[src/rtl/pulse_emitter.sv]
// pulse_emitter -- test-pulse burst transmitter.
//
// Emits bursts of clean pulses with a programmable high width, low gap and
// pulse count. pulse_out is registered and feeds the OBUFDS at the top level.
//
// Ports:
//   clk         system clock (100 MHz)
//   rst         asynchronous active-high reset
//   start       burst request, sampled only in IDLE
//   abort       terminate the current burst (no done strobe)
//   burst_len   pulses per burst (latched at start)
//   width_cyc   high time in clk cycles (latched at start, 0 treated as 1)
//   gap_cyc     low time in clk cycles (latched at start, 0 treated as 1)
//   pulse_out   registered pulse output
//   busy        high while a burst is in progress
//   done        one-cycle strobe on normal burst completion
//   pulse_count total pulses emitted since reset (wraps)
//
// Optional build macro: PULSE_EMITTER_RANDOM_GAP_EN adds a 16-bit LFSR that
// stretches every gap by (lfsr & GAP_MASK) to mimic random arrival times.

module pulse_emitter #(
  parameter int          CNT_W    = 16,
  parameter int          TIME_W   = 32,
  parameter logic [15:0] GAP_MASK = 16'h00FF
) (
  input  logic              clk,
  input  logic              rst,
  input  logic              start,
  input  logic              abort,
  input  logic [CNT_W-1:0]  burst_len,
  input  logic [TIME_W-1:0] width_cyc,
  input  logic [TIME_W-1:0] gap_cyc,
  output logic              pulse_out,
  output logic              busy,
  output logic              done,
  output logic [31:0]       pulse_count
);

  typedef enum logic [1:0] {S_IDLE, S_HIGH, S_LOW} state_t;

  state_t            state_q, state_d;
  logic [TIME_W-1:0] phase_q, phase_d;    // cycles left in current phase, minus 1
  logic [CNT_W-1:0]  remain_q, remain_d;  // pulses left, including the current one
  logic [TIME_W-1:0] width_q, width_d;
  logic [TIME_W-1:0] gap_q, gap_d;        // gap length for the next LOW phase
  logic              pulse_d, busy_d, done_d;
  logic [31:0]       count_d;

  logic [TIME_W-1:0] width_c, gap_c;

  assign width_c = (width_cyc == '0) ? TIME_W'(1) : width_cyc;
  assign gap_c   = (gap_cyc   == '0) ? TIME_W'(1) : gap_cyc;

`ifdef PULSE_EMITTER_RANDOM_GAP_EN
  logic [15:0]       lfsr_q, lfsr_d, lfsr_next;
  logic [TIME_W-1:0] base_gap_q, base_gap_d;
  logic [TIME_W-1:0] gap_base;
  logic [TIME_W:0]   gap_sum;
  logic [TIME_W-1:0] gap_rand;

  // Fibonacci LFSR, taps 16,14,13,11 (right-shifting form).
  assign lfsr_next = {lfsr_q[0] ^ lfsr_q[2] ^ lfsr_q[3] ^ lfsr_q[5], lfsr_q[15:1]};

  // Gap for the pulse being entered uses the LFSR value before it advances.
  // The sum is one bit wider so a carry saturates instead of wrapping.
  assign gap_base = (state_q == S_IDLE) ? gap_c : base_gap_q;
  assign gap_sum  = {1'b0, gap_base} + (TIME_W+1)'(lfsr_q & GAP_MASK);
  assign gap_rand = gap_sum[TIME_W] ? {TIME_W{1'b1}} : gap_sum[TIME_W-1:0];
`endif

  always_ff @(posedge clk or posedge rst) begin
    if (rst) begin
      state_q     <= S_IDLE;
      phase_q     <= '0;
      remain_q    <= '0;
      width_q     <= '0;
      gap_q       <= '0;
      pulse_out   <= 1'b0;
      busy        <= 1'b0;
      done        <= 1'b0;
      pulse_count <= '0;
`ifdef PULSE_EMITTER_RANDOM_GAP_EN
      lfsr_q      <= 16'hACE1;
      base_gap_q  <= '0;
`endif
    end else begin
      state_q     <= state_d;
      phase_q     <= phase_d;
      remain_q    <= remain_d;
      width_q     <= width_d;
      gap_q       <= gap_d;
      pulse_out   <= pulse_d;
      busy        <= busy_d;
      done        <= done_d;
      pulse_count <= count_d;
`ifdef PULSE_EMITTER_RANDOM_GAP_EN
      lfsr_q      <= lfsr_d;
      base_gap_q  <= base_gap_d;
`endif
    end
  end

  always_comb begin
    state_d  = state_q;
    phase_d  = phase_q;
    remain_d = remain_q;
    width_d  = width_q;
    gap_d    = gap_q;
    pulse_d  = pulse_out;
    busy_d   = busy;
    done_d   = 1'b0;
    count_d  = pulse_count;
`ifdef PULSE_EMITTER_RANDOM_GAP_EN
    lfsr_d     = lfsr_q;
    base_gap_d = base_gap_q;
`endif

    case (state_q)
      S_IDLE: begin
        // abort in IDLE only serves to drop a coincident start
        if (start && !abort) begin
          if (burst_len != '0) begin
            state_d  = S_HIGH;
            pulse_d  = 1'b1;
            busy_d   = 1'b1;
            count_d  = pulse_count + 32'd1;
            phase_d  = width_c - TIME_W'(1);
            width_d  = width_c;
            remain_d = burst_len;
`ifdef PULSE_EMITTER_RANDOM_GAP_EN
            base_gap_d = gap_c;
            gap_d      = gap_rand;
            lfsr_d     = lfsr_next;
`else
            gap_d      = gap_c;
`endif
          end else begin
            done_d = 1'b1;
          end
        end
      end

      S_HIGH: begin
        if (abort) begin
          state_d = S_IDLE;
          pulse_d = 1'b0;
          busy_d  = 1'b0;
        end else if (phase_q == '0) begin
          pulse_d = 1'b0;
          if (remain_q > CNT_W'(1)) begin
            state_d = S_LOW;
            phase_d = gap_q - TIME_W'(1);
          end else begin
            state_d = S_IDLE;
            busy_d  = 1'b0;
            done_d  = 1'b1;
          end
        end else begin
          phase_d = phase_q - TIME_W'(1);
        end
      end

      S_LOW: begin
        if (abort) begin
          state_d = S_IDLE;
          pulse_d = 1'b0;
          busy_d  = 1'b0;
        end else if (phase_q == '0) begin
          state_d  = S_HIGH;
          pulse_d  = 1'b1;
          count_d  = pulse_count + 32'd1;
          remain_d = remain_q - CNT_W'(1);
          phase_d  = width_q - TIME_W'(1);
`ifdef PULSE_EMITTER_RANDOM_GAP_EN
          gap_d    = gap_rand;
          lfsr_d   = lfsr_next;
`endif
        end else begin
          phase_d = phase_q - TIME_W'(1);
        end
      end

      default: begin
        state_d = S_IDLE;
        pulse_d = 1'b0;
        busy_d  = 1'b0;
      end
    endcase
  end

endmodule

[config.mk]
export PLATFORM = sky130hd
export DESIGN_NAME = pulse_emitter
export DESIGN_NICKNAME = d
export VERILOG_FILES = /design/src/rtl/pulse_emitter.sv
export SDC_FILE = /design/constraint.sdc
export NUM_CORES = 1
export LEC_CHECK = 0
export CAP_MARGIN = 20
export CORE_UTILIZATION = 51
export DETAILED_ROUTE_END_ITERATION = 12
export PLACE_DENSITY = 0.87
export REMOVE_ABC_BUFFERS = 1
export SLEW_MARGIN = 15
export SYNTH_ARGS = -nofsm -noshare
export SYNTH_HDL_FRONTEND = slang
export SYNTH_SLANG_ARGS = --single-unit
[constraint.sdc]
create_clock -name clk -period 5.2 [get_ports clk]
set_input_delay 1.04 -clock clk [delete_from_list [all_inputs] [get_ports clk]]
set_output_delay 1.04 -clock clk [all_outputs]
set_load 0.02 [all_outputs]
==> summary by stage <==
Outcome
The flow ran to the end, and the final reports show no timing, DRC or antenna violations.

CTS
The H-tree generated during clock tree synthesis spans 4 levels. Post-CTS timing repair inserted 0 buffers for setup. The post-cts gate resize count is 0. Clock tree synthesis selected as its root buffer the cell clkbuf_16. The CTS tree is built. The count of hold buffers inserted by post-cts repair is 0. The maximum number of buffers from clock root to sink is 2. Buffers inserted during clock tree synthesis total 17. After clock tree synthesis, the clock-pin slew on the worst setup and hold paths is 60 ps.

The number of sinks handled by clock tree synthesis is 149. For the worst-skew pair, the clock arrives at the later sink with an insertion delay of 440 ps.

Synthesis
The number of instances in the synthesized netlist is 1042. The most instantiated flip-flop cell in the synthesis netlist is dfrtp_1. The cell area after synthesis is 9734 um2. Counting flops with an async set or reset pin after synthesis yields a share of 1.000.

The sequential cell area fraction in the yosys report is 0.3830. Yosys printed 0 warnings. The register bit count reported by yosys is 149. The post-synthesis cell type count is 80. The synthesized design contains 0 enable-type register cells. Dividing the synthesized area by the synthesized cell count gives 9.342 um2.

Finish
The number of fill cells is 1478. The area growth from synthesis to layout is 20.26%. The count of nets after finishing is 1237. The proportion of layout cells with a drive suffix above 1 is 0.1160.

Summing all multi-input logic gate instances after layout gives 5707 um2. The sequential cells in the finished layout cover a total of 3729 um2.

Global routing
Entering global routing, the biggest net connects 107 pins. The initial antenna violation count is 1. The global-route wire length before repair is 46.05 mm. The total overflow reported by the global router is 0. Across every metal layer, demand over resource in global routing totals 0.2981. The via count of the first global-routing pass is 8915.

Timing
The total negative slack for setup checks is 0 ps. Setup violations remaining at the end of the flow were counted as 0. The slew of the pin with the lowest slew margin is 1049 ps. The worst pin sits at a relative slew slack of 0.2999.

The final number of hold-violating endpoints is 0. The final-report max-slew violation count was 0. The clock period could shrink to 4388 ps. In the finished design, the share of the clock period the worst path needs comes to 0.8439. Setup repair after global routing left no endpoint under its margin. Static timing analysis puts the maximum clock frequency at 227.9 MHz. Clock skew on the completed layout was measured at 9.774 ps.

Floorplan
The height of the chip is 140.2 um. The number of placement rows is 50. In this run the horizontal extent of the chip is 140.2 um. The area of the die is 19640 um2. The initial utilization of the core area, before any placement, comes to 0.5204. The top-level port count is 119.

The core area is 18710 um2.

Worst setup path
The largest fanout on the critical path is 7. The number of cells on the worst reg-to-reg path is 9. The worst reg2reg path endpoint is remain_q[3].

The type of the worst setup path is in -> reg. Data on the critical path is required at its endpoint by 5550 ps. The reg2reg setup slack is 1550 ps. The startpoint type of the worst setup path is an input port. The critical path endpoint category is a flop. The critical path starts at width_cyc[23]. In this run the worst setup path terminates at phase_q[24]. In this run the critical register-to-register path is launched from phase_q[0]. Data arrives at the worst endpoint at 4740 ps.

Placed design
The number of buffers inserted by port buffering is 118. The estimated wirelength of the detail-placed design is 19.61 mm. Routability-driven placement finished with a final weighted congestion of 0.9935.

Routing
In this run, the number of DRC markers left after iteration 0 of detailed routing was 1117. The final layout contains routed wiring with a total length of 28.56 mm. Detailed routing placed a total of 2.817 mm of wire on met3.

The wire length per cell is 20.54 um. Using the TritonRoute via totals, the vias-per-cell ratio works out to 6.655. The via total after detailed routing is 9251. The count of unresolved DRC violations after routing is 0. The first-pass detailed-route iteration total is 6. The length of routed met2 wiring is 13.41 mm.

In the final routing, the length of wire on met1 measures 11.07 mm. The highest layer used for signal routing is met4. The detail route stage leaves a number of antenna-violating nets equal to 0.

Job
The max-capacitance violation count is 0.

Worst hold path
The kind of path behind the tightest hold check is reg -> reg.

Pwr
The total power per unit cell area is 506.8 nW/um2. The maximum ir drop on the vdd rail is 300.1 uV. After layout, the design draws a total of 0.005933 W. For this design the static power due to leakage is 4.422 nW.
critical path, cell delays in order:
cell and delay (ps):
clkdlybuf4s50_1 500, or4_1 680, or3_1 520, nor4_1 450, nor2_1 170, ha_1 320
nand3b_1 190, buf_4 200, nor2_1 100, nand4b_1 170, xnor2_1 120, nand2_1 60
o211ai_1 200
stage by stage:
stage	cell area (um2)	util	setup slack [ps]	cells	hold slack, ps
2_1_floorplan	9523	-	152.0	992	464.3
3_3_place_gp	11110	0.5942	652.9	1357	458.9
3_5_place_dp	11110	0.5942	496.0	1357	466.9
4_1_cts	11700	0.6257	918.2	1389	474.6
5_1_grt	11710	0.6258	777.6	1390	483.5
6_report	11710	0.6258	811.8	1390	470.3
final cells by class:
cell class              count  share of cell area
diodes                      1           0.0002138
clock buffers              24             0.04201
clock inverters             8            0.008337
inverters                  24            0.008123
multi-input cells         819              0.4875
flip-flops and latches    149              0.3185
well taps                 234             0.02501
repair buffers            131              0.1103
power by group:
part / switching [W] / internal (W) / leakage (nW)
sequential: 0.000623 / 0.00162 / 1.84
clock: 0.000487 / 0.000754 / 0.282
combinational: 0.00138 / 0.00107 / 2.30
routing by layer:
metal,GRT usage,up-vias
met4,0.1567,0
met1,0.3715,4415
met5,0,-
met2,0.4771,594
met3,0.07624,128
li1,-,4114
sequential cells by signal, summed over array words and instances, names as in the netlist:
name,count
gap_q,32
phase_q,32
pulse_count,32
width_q,32
remain_q,16
state_q,2
busy,1
done,1
pulse_out,1
synth_stat cells (all sizes together) (12+ instances only):
cell	instances	area share
nand2b	12	0.0077
nand3	37	0.019
buf	16	0.0086
nor3	59	0.032
xnor2	86	0.077
clkbuf	34	0.013
inv	24	0.0093
dfrtp	149	0.38
a21oi	31	0.016
mux2	60	0.069
a22oi	13	0.011
xor2	45	0.040
nor2	68	0.027
nand2	80	0.031
nor4	57	0.045
or3	17	0.011
or4	18	0.015
o21ai	59	0.031
nand4	23	0.015
worst min path at each step:
stage                                from         endpoint  slack, ps  cells after the start
final                     pulse_count[31]  pulse_count[31]        470                      1
after floorplan              remain_q[11]     remain_q[11]        460                      2
after global placement    pulse_count[31]  pulse_count[31]        460                      1
after CTS                 pulse_count[31]  pulse_count[31]        470                      1
after detailed placement  pulse_count[31]  pulse_count[31]        470                      1
after global routing      pulse_count[31]  pulse_count[31]        480                      1
cells by family (layout without fill, tap and decap cells):
| kind of cell | Yosys count | in the layout | share of synthesized area |
|---|---|---|---|
| compound gates | 200 | 200 | 0.1432 |
| fa+ha+maj | 11 | 11 | 0.01414 |
| mux | 61 | 61 | 0.07044 |
| simple gates | 416 | 416 | 0.2404 |
| other cells | 0 | 1 | 0 |
| xor+xnor | 131 | 131 | 0.1179 |
| buf+inv | 74 | 187 | 0.03098 |
| flops | 149 | 149 | 0.3830 |
cell usage in the layout (no fill, tap or decap), drive strengths merged, types with 6 or more instances in the layout:
| master | netlist | routed |
|---|---|---|
| a221oi | 9 | 9 |
| nand3b | 6 | 6 |
| a211oi | 7 | 7 |
| nand3 | 37 | 37 |
| or3 | 17 | 17 |
| nor3 | 59 | 59 |
| and4 | 8 | 8 |
| and3 | 10 | 10 |
| clkdlybuf4s50 | 0 | 118 |
| a22oi | 13 | 13 |
| ha | 11 | 11 |
| xor2 | 45 | 45 |
| a21oi | 31 | 31 |
| nand2 | 80 | 80 |
| or4 | 18 | 18 |
| o21ai | 59 | 59 |
| nand4 | 23 | 23 |
| inv | 24 | 24 |
| clkbuf | 34 | 24 |
| dfrtp | 149 | 149 |
| mux2 | 60 | 60 |
| a31oi | 7 | 7 |
| nand2b | 12 | 12 |
| nor4 | 57 | 57 |
| xnor2 | 86 | 86 |
| o221ai | 7 | 7 |
| o22ai | 9 | 9 |
| buf | 16 | 13 |
| a221o | 7 | 7 |
| nor2 | 68 | 68 |
No activity file was read; power rests on OpenSTA's default activity.
